<file path="config.mk">
export PLATFORM = sky130hd
export DESIGN_NAME = regfile_mp_flat
export DESIGN_NICKNAME = d
export VERILOG_FILES = /design/src/rtl/regfile_mp_if.sv /design/src/rtl/regfile_mp.sv /design/src/flat_wrapper.sv
export SDC_FILE = /design/constraint.sdc
export NUM_CORES = 2
export LEC_CHECK = 0
export CORE_MARGIN = 2
export CORE_UTILIZATION = 44
export DETAILED_ROUTE_END_ITERATION = 16
export SLEW_MARGIN = 20
export SYNTH_ARGS = -nofsm -noshare
export SYNTH_HDL_FRONTEND = slang
export SYNTH_SLANG_ARGS = --single-unit
</file>
<file path="constraint.sdc">
create_clock -name clk -period 5.25 [get_ports clk]
set_clock_uncertainty 0.05 [all_clocks]
set_input_delay 0.525 -clock clk [delete_from_list [all_inputs] [get_ports clk]]
set_output_delay 0.525 -clock clk [all_outputs]
set_load 0.02 [all_outputs]
</file>
<file path="src/rtl/regfile_mp_if.sv">
// Read, write and claim signal bundle for regfile_mp.
// The register file takes the slave modport; whoever drives it takes the master modport.
interface regfile_mp_if #(
   parameter int DATA_W   = 32,
   parameter int NUM_REGS = 32,
   parameter int NUM_RD   = 2,
   parameter int NUM_WR   = 2
);
   localparam int AW = (NUM_REGS > 1) ? $clog2(NUM_REGS) : 1;

   logic [NUM_RD*AW-1:0]     rd_addr;
   logic [NUM_RD*DATA_W-1:0] rd_data;
   logic [NUM_RD-1:0]        rd_busy;
   logic [NUM_WR-1:0]        wr_en;
   logic [NUM_WR*AW-1:0]     wr_addr;
   logic [NUM_WR*DATA_W-1:0] wr_data;
   logic                     claim_en;
   logic [AW-1:0]            claim_addr;
   logic                     ready;

   modport master (
      output rd_addr, wr_en, wr_addr, wr_data, claim_en, claim_addr,
      input  rd_data, rd_busy, ready
   );

   modport slave (
      input  rd_addr, wr_en, wr_addr, wr_data, claim_en, claim_addr,
      output rd_data, rd_busy, ready
   );
endinterface

</file>
<file path="src/rtl/regfile_mp.sv">
// Multi-port register file with a pending-destination scoreboard.
// A sequential INIT sweep fills the array after reset; the ports become live in RUN.
module regfile_mp #(
   parameter int DATA_W    = 32,
   parameter int NUM_REGS  = 32,
   parameter int NUM_RD    = 2,
   parameter int NUM_WR    = 2,
   parameter int INIT_MODE = 1,
   parameter int ZERO_R0   = 1,
   parameter int BYPASS    = 1
) (
   input  logic        clk,
   input  logic        rst,
   regfile_mp_if.slave bus
);
   localparam int AW = (NUM_REGS > 1) ? $clog2(NUM_REGS) : 1;
   localparam logic [0:0]    ST_INIT  = 1'b0;
   localparam logic [0:0]    ST_RUN   = 1'b1;
   localparam logic [AW-1:0] LAST_IDX = AW'(NUM_REGS - 1);

   logic [0:0]          state_q, state_d;
   logic [AW-1:0]       idx_q, idx_d;
   logic [DATA_W-1:0]   regs_q [NUM_REGS];
   logic [DATA_W-1:0]   regs_d [NUM_REGS];
   logic [NUM_REGS-1:0] pend_q;
   logic [NUM_REGS-1:0] pend_d;
   logic                run;

   assign run       = (state_q == ST_RUN);
   assign bus.ready = run;

   always_comb begin
      state_d = state_q;
      idx_d   = idx_q;
      if (!run) begin
         idx_d = idx_q + 1'b1;
         if (idx_q == LAST_IDX) begin
            state_d = ST_RUN;
         end
      end
   end

   // Per-register next state; ascending port order makes the highest write port win,
   // and the claim is applied after the write clears so a same-cycle claim wins.
   for (genvar gi = 0; gi < NUM_REGS; gi++) begin : g_reg
      localparam logic [AW-1:0] MY_ADDR   = AW'(gi);
      localparam bit            HARD_ZERO = (ZERO_R0 != 0) && (gi == 0);
      logic [DATA_W-1:0] reg_nx;
      logic              pend_nx;

      always_comb begin
         reg_nx  = regs_q[gi];
         pend_nx = pend_q[gi];
         if (!run) begin
            if (idx_q == MY_ADDR) begin
               reg_nx = (INIT_MODE != 0) ? DATA_W'(gi) : '0;
            end
         end else if (!HARD_ZERO) begin
            for (int j = 0; j < NUM_WR; j++) begin
               if (bus.wr_en[j] && (bus.wr_addr[j*AW +: AW] == MY_ADDR)) begin
                  reg_nx  = bus.wr_data[j*DATA_W +: DATA_W];
                  pend_nx = 1'b0;
               end
            end
            if (bus.claim_en && (bus.claim_addr == MY_ADDR)) begin
               pend_nx = 1'b1;
            end
         end
      end

      assign regs_d[gi] = reg_nx;
      assign pend_d[gi] = pend_nx;
   end

   // Reset restarts the sweep and clears the scoreboard but leaves the array contents alone.
   always_ff @(posedge clk) begin
      if (rst) begin
         state_q <= ST_INIT;
         idx_q   <= '0;
         pend_q  <= '0;
      end else begin
         state_q <= state_d;
         idx_q   <= idx_d;
         pend_q  <= pend_d;
         for (int r = 0; r < NUM_REGS; r++) begin
            regs_q[r] <= regs_d[r];
         end
      end
   end

   for (genvar gi = 0; gi < NUM_RD; gi++) begin : g_rd
      logic [AW-1:0]     addr;
      logic              in_range;
      logic [DATA_W-1:0] data_c;

      assign addr     = bus.rd_addr[gi*AW +: AW];
      assign in_range = (32'(addr) < NUM_REGS);

      always_comb begin
         data_c = '0;
         if (run && in_range && !((ZERO_R0 != 0) && (addr == '0))) begin
            data_c = regs_q[addr];
            if (BYPASS != 0) begin
               for (int j = 0; j < NUM_WR; j++) begin
                  if (bus.wr_en[j] && (bus.wr_addr[j*AW +: AW] == addr)) begin
                     data_c = bus.wr_data[j*DATA_W +: DATA_W];
                  end
               end
            end
         end
      end

      assign bus.rd_data[gi*DATA_W +: DATA_W] = data_c;
      assign bus.rd_busy[gi]                  = run && in_range && pend_q[addr];
   end
endmodule

</file>
<file path="src/flat_wrapper.sv">
// flat-port wrapper written by rule: the top's interface ports become plain ports
module regfile_mp_flat 
#(
   parameter int DATA_W    = 32,
   parameter int NUM_REGS  = 32,
   parameter int NUM_RD    = 2,
   parameter int NUM_WR    = 2,
   parameter int INIT_MODE = 1,
   parameter int ZERO_R0   = 1,
   parameter int BYPASS    = 1
)
  (clk, rst, bus_rd_addr, bus_wr_en, bus_wr_addr, bus_wr_data, bus_claim_en, bus_claim_addr, bus_rd_data, bus_rd_busy, bus_ready);
  regfile_mp_if #(.DATA_W(DATA_W), .NUM_REGS(NUM_REGS), .NUM_RD(NUM_RD), .NUM_WR(NUM_WR)) bus_i ();
  input  logic clk;
  input  logic rst;
  input wire logic [$bits(bus_i.rd_addr)-1:0] bus_rd_addr;
  input wire logic [$bits(bus_i.wr_en)-1:0] bus_wr_en;
  input wire logic [$bits(bus_i.wr_addr)-1:0] bus_wr_addr;
  input wire logic [$bits(bus_i.wr_data)-1:0] bus_wr_data;
  input wire logic [$bits(bus_i.claim_en)-1:0] bus_claim_en;
  input wire logic [$bits(bus_i.claim_addr)-1:0] bus_claim_addr;
  output wire logic [$bits(bus_i.rd_data)-1:0] bus_rd_data;
  output wire logic [$bits(bus_i.rd_busy)-1:0] bus_rd_busy;
  output wire logic [$bits(bus_i.ready)-1:0] bus_ready;
  assign bus_i.rd_addr = bus_rd_addr;
  assign bus_i.wr_en = bus_wr_en;
  assign bus_i.wr_addr = bus_wr_addr;
  assign bus_i.wr_data = bus_wr_data;
  assign bus_i.claim_en = bus_claim_en;
  assign bus_i.claim_addr = bus_claim_addr;
  assign bus_rd_data = bus_i.rd_data;
  assign bus_rd_busy = bus_i.rd_busy;
  assign bus_ready = bus_i.ready;
  regfile_mp #(.DATA_W(DATA_W), .NUM_REGS(NUM_REGS), .NUM_RD(NUM_RD), .NUM_WR(NUM_WR), .INIT_MODE(INIT_MODE), .ZERO_R0(ZERO_R0), .BYPASS(BYPASS)) u_core (.clk(clk), .rst(rst), .bus(bus_i));
endmodule
</file>
# After elaboration in Yosys (flattened, before gate mapping)

Memory sizes are Yosys's and may differ from the RTL's.
Index checks and enable logic that the tools add are counted.

Add/subtract/negate cells: 1
$mul: 0
Divide/modulo/power cells: 0
$lt $le $gt $ge: 2
Equal/unequal tests: 192
Shifts and indexed selects: 0
Mux-type cells: 235
Bitwise logic cells: 0
Reduce and logical (&&, ||, !) cells: 201

Operators by type and width:

| kind                | number |
|---|---|
| $mux 32             | 133 |
| $eq 5x5->1 const B  | 64 |
| $eq 5x4->1 const B  | 32 |
| $logic_and 1x1->1   | 101 |
| $mux 1              | 99 |
| $reduce_and 3->1    | 32 |
| $ne 3x3->1 const B  | 31 |
| $reduce_bool 3->1   | 31 |
| $eq 5x3->1 const B  | 16 |
| $ne 2x2->1 const B  | 32 |
| $reduce_and 2->1    | 31 |
| $eq 5x2->1 const B  | 8 |
| $reduce_or 32->1    | 1 |
| $eq 5x1->1 const B  | 4 |
| $eq 5x5->1          | 4 |
| $logic_not 5->1     | 3 |
| $lt 5x6->1 const B  | 2 |
| $bmux 1 s5          | 2 |
| $add 5x1->5 const B | 1 |
| $mux 5              | 1 |
| $logic_not 1->1     | 2 |
| $ne 1x1->1 const B  | 1 |

Flip-flop bits (word level): 37
Bits in latches: 0
Bits in writable memories: 1,024
Bits in read-only memories: 0
Input bits: 94
Logic and storage cells: 665
Memories: 1

Memories:

| name          | depth | width | rd ports | clocked after Yosys merged registers in | write ports | RTL line         | text |
|---|---|---|---|---|---|---|---|
| u_core.regs_q | 32    | 32    | 2        | 0                                       | 31          | regfile_mp.sv:23 | `logic [DATA_W-1:0] regs_q [NUM_REGS];` |

# Longest topological paths before layout

Word-level depth: 6
Depth in mapped cells: 10

# Worst setup path after synthesis

OpenSTA, ideal clock, no wires.

Kind: reg-to-reg
Start: register u_core.state_q, in the netlist u_core.bus.ready
End: memory u_core.regs_q[31][0] (enable)
Data arrival time: 3,758 ps
Required time: 4,730 ps
Slack: 972 ps
Cell stages (with the launch flop): 7
Buffers on the path: 3
Cells stage by stage: dfxtp_1 > clkbuf_1 > clkbuf_1 > clkbuf_1 > nor2_1 > nor2_1 > a21boi_0

RTL lines:

| item                     | RTL line         | text |
|---|---|---|
| start: declaration       | regfile_mp.sv:21 | `logic [0:0] state_q, state_d;` |
| start signal: assignment | regfile_mp.sv:82 | `state_q <= state_d;` |
| end: declaration         | regfile_mp.sv:23 |  |

# Final worst setup path

Start: register u_core.state_q, in the netlist u_core.bus.ready
End: output port bus_rd_data[35]

Word-level cells in the longest chain between the ends: 2

RTL lines:

| item              | RTL line           | text |
|---|---|---|
| $logic_and 1x1->1 | regfile_mp.sv:101  | `if (run && in_range && !((ZERO_R0 != 0) && (addr == '0))) begin` |
| $mux 32           | regfile_mp.sv:101  |  |
| end: declaration  | flat_wrapper.sv:22 | `output wire logic [$bits(bus_i.rd_data)-1:0] bus_rd_data;` |

Every way passes these cells.

==> flow_summary_export.csv <==
group,metric,value,unit
yosys,synth_cell_types,58,
power,peakVddDrop,0.000279,V
floorplan,design.portCount,161,
yosys,synth_area,68600,µm²
yosys,synth-seq-cells,1029,
power,powerDensity,258,nW/µm²
yosys,dominantRegCellSynth,"edfxtp_1",
critical_path,cp_num_buf_inv,2,
power,p_int,14.2,mW
layout,multi_input_area,34700,µm²
floorplan,core,154000,µm²
placed_design,dpl_cell_area,72200,µm²
grt,grt_overflow,0,
power,switching_power,5.35,mW
critical_path,slowest_stage,"dfxtp_4",
detailed_routing,avgRoutedWirePerCell,35.2,µm
timing,worst_slew_pin_slew,1380,ps
yosys,ys_async_sr_fraction,0,%
clock_tree,clk_path_buf_depth,3,
floorplan,die_y,399,µm
critical_path,critPathMaxStageDelay,890,ps
yosys,synth_area_leaders,"edfxtp_1 43%, nand2_1 11%, mux2i_1 10%, a21boi_0 9.2%, mux4_2 3.6%",
yosys,synth.net_count,7210,
layout,fillerInstances,13800,
yosys,synth_top_area_share,43.4,%
detailed_routing,drtPass1Iterations,7,
power,seq_power_share,45.6,%
detailed_routing,drt_iter0_markers,10900,
timing,hold_viol,0,
floorplan,die_w,399,µm
detailed_routing,drcViolationCount,0,
timing,fin_crit_sh,93.8,%
hold_path,holdCritStartpoint,"rst",
timing,fmax,203,MHz
floorplan,floorplan.rows,144,
clock_tree,htree_levels,3,
yosys,synth_top_area_cell,"edfxtp_1",
detailed_routing,dr_total_vias,62000,
layout,drive_gt1_share,12.9,%
timing,relSlewSlack,7.54,%
layout,final_util,49.2,%
clock_tree,cts_hold_buf,0,
placed_design,dp.cells,8773,
critical_path,r2r-start,"u_core.bus.ready",
clock_tree,cts_buffers,119,
critical_path,crit_arrival,4350,ps
layout,layout.area.seq,30500,µm²
power,switching_share,27.4,%
clock_tree,cts_setup_buffers,0,
placed_design,dp_hpwl,183000,µm
clock_tree,cts_sinks,1029,
timing,slew_violations,0,
timing,period_minus_slack,4930,ps
critical_path,crit_path_start_kind,"register",
floorplan,fp.dieArea,159000,µm²
critical_path,crit_top_cell,"o41ai_2",
clock_tree,cts_tree,"done",
yosys,synth_edf_count,992,
layout,layout.nets,6953,
yosys,ys_warn_count,0,
grt,grt_usage,38.8,%
detailed_routing,ant_nets,0,
hold_path,hold_class,"input port to register",
power,p_clk_share,42.0,%
timing,setup_viol,0,
critical_path,crit_fanout,82,
yosys,syn_area_per_cell,9.65,µm²
timing,rsz0062_at_grt,"false",
detailed_routing,vias_per_cell,6.89,
placed_design,place_congestion,0.966,
yosys,synth.most_common_cell,"nand2_1",
layout,syn_to_final_growth,10.7,%
critical_path,worstPathRequired,4680,ps
yosys,synthTopCellsByCount,"2051 x nand2_1, 992 x edfxtp_1, 837 x a21boi_0",
floorplan,start_util,44.5,%
timing,finalSetupTns,0,ps
yosys,yosysSeqAreaShare,44.5,%
power,static-leakage-power,26.9,nW
grt,grt_max_degree,297,
critical_path,endpoint_kind,"primary output",
critical_path,path_delay_family,"compound AO/OA/AOI/OAI gates",
critical_path,worstPathCellList,"o41ai_2, a21oi_4, nand2b_2, buf_12, o41ai_2, clkdlybuf4s50_1",
clock_tree,clock_latency,760,ps
detailed_routing,totalWireLength,317000,µm
clock_tree,cts_root_buffer,"clkbuf_16",
timing,whs,341,ps
critical_path,path_class,"register to primary output",
placed_design,io_buffer_count,160,
layout,design_area,76000,µm²
clock_tree,clk_pin_slew,60,ps
grt,grt_pass1_vias,58200,
critical_path,critPathLaunch,"u_core.bus.ready",
clock_tree,postCtsResizedCells,0,
job,max-cap-violations,0,
yosys,synthCells,7110,
run_status,status,"finished clean",
layout,fin_cells,8997,
power,power_frac_comb,12.4,%
grt,grt_antenna_before_repair,11,
grt,grt_pass1_wl,441000,µm
==> routing by layer <==
layer | vias up | global-route usage (%) | wire length (µm)
met5 | - | 0 | 120
li1 | 25100 | - | -
met4 | 18 | 29.5 | 28800
met2 | 5340 | 54.7 | 129000
met1 | 30200 | 50.8 | 115000
met3 | 1243 | 10.1 | 43200
==> state kept, by name, indices dropped and copies added, names as in the netlist <==
register          count
u_core.pend_q        31
u_core.bus.ready      1
u_core.regs_q       992
u_core.idx_q          5
==> power by group through the flow <==
| stage | Clock [mW] | Combinational (mW) | Sequential [mW] |
|---|---|---|---|
| floorplan | 0 | 1.39 | 9.08 |
| global placement | 0 | 2.28 | 9.09 |
| detailed placement | 0 | 2.30 | 9.09 |
| CTS | 8.18 | 2.31 | 8.92 |
| global route | 8.48 | 2.46 | 8.92 |
| finish | 8.22 | 2.43 | 8.92 |
==> cells by family (layout without fill, tap and decap cells) <==
group / count (synthesis) / count (layout) / share of synthesized area, %
AO/OA/AOI/OAI: 1624 / 1624 / 18.1
XOR/XNOR: 23 / 23 / 0.294
adder cells (fa/ha/maj): 6 / 6 / 0.109
buffers and inverters: 879 / 720 / 6.09
flip-flops: 1029 / 1029 / 44.5
multiplexers: 890 / 890 / 15.1
other: 0 / 2 / 0
AND/OR/NAND/NOR: 2659 / 2659 / 15.8
==> layout make-up <==
type	count	share of cell area, %
Multi-Input combinational cell	5202	45.7
Sequential cell	1029	40.2
Timing Repair Buffer	498	5.91
Clock buffer	153	4.17
Tap cell	2044	3.37
Clock inverter	66	0.674
Inverter	3	0.0148
Antenna cell	2	0.00659
==> stage by stage <==
step                worst slack [ps]  total power, mW
CTS                              416             19.4
global placement                 569             11.4
global route                     302             19.9
detailed placement               519             11.4
finish                           323             19.6
floorplan                        972             10.5
==> cell usage in the layout, fill, tap and decap left out, types with 28 or more instances in the layout <==
cell             synthesis  final
o41ai_2                 63     63
buf_12                  10     34
a21boi_1                76     76
a311oi_1                29     28
mux2i_1                714    714
o21a_1                  35     35
a21oi_4                  0     31
nor2_1                 119     87
nor2_4                   0     31
nand2_1               2051   2027
edfxtp_1               992    992
a32oi_1                 72     72
nor3_1                 228    223
nand2b_1                47     40
clkinv_1                 0     31
a22oi_1                 52     52
o21ai_0                 31     31
clkbuf_1               524     31
clkdlybuf4s50_1          0    114
mux4_2                 109    109
buf_4                   54    343
nand3_1                 90     90
a21boi_0               837    836
dfxtp_1                 37     36
nor2b_1                 79     76
mux2_2                  65     65
a221oi_1                63     63
o22ai_1                326    326
clkbuf_16                0    122
==> final timing paths <==
path | endpoint | slack (ps) | cells after the start
setup reg to reg | u_core.regs_q[30][24] | 1520 | 4
setup / recovery | bus_rd_data[35] | 320 | 6
hold / removal | u_core.pend_q[8] | 340 | 2
hold reg to reg | u_core.pend_q[15] | 480 | 2
Note: power is estimated with default switching activity, not from simulation.
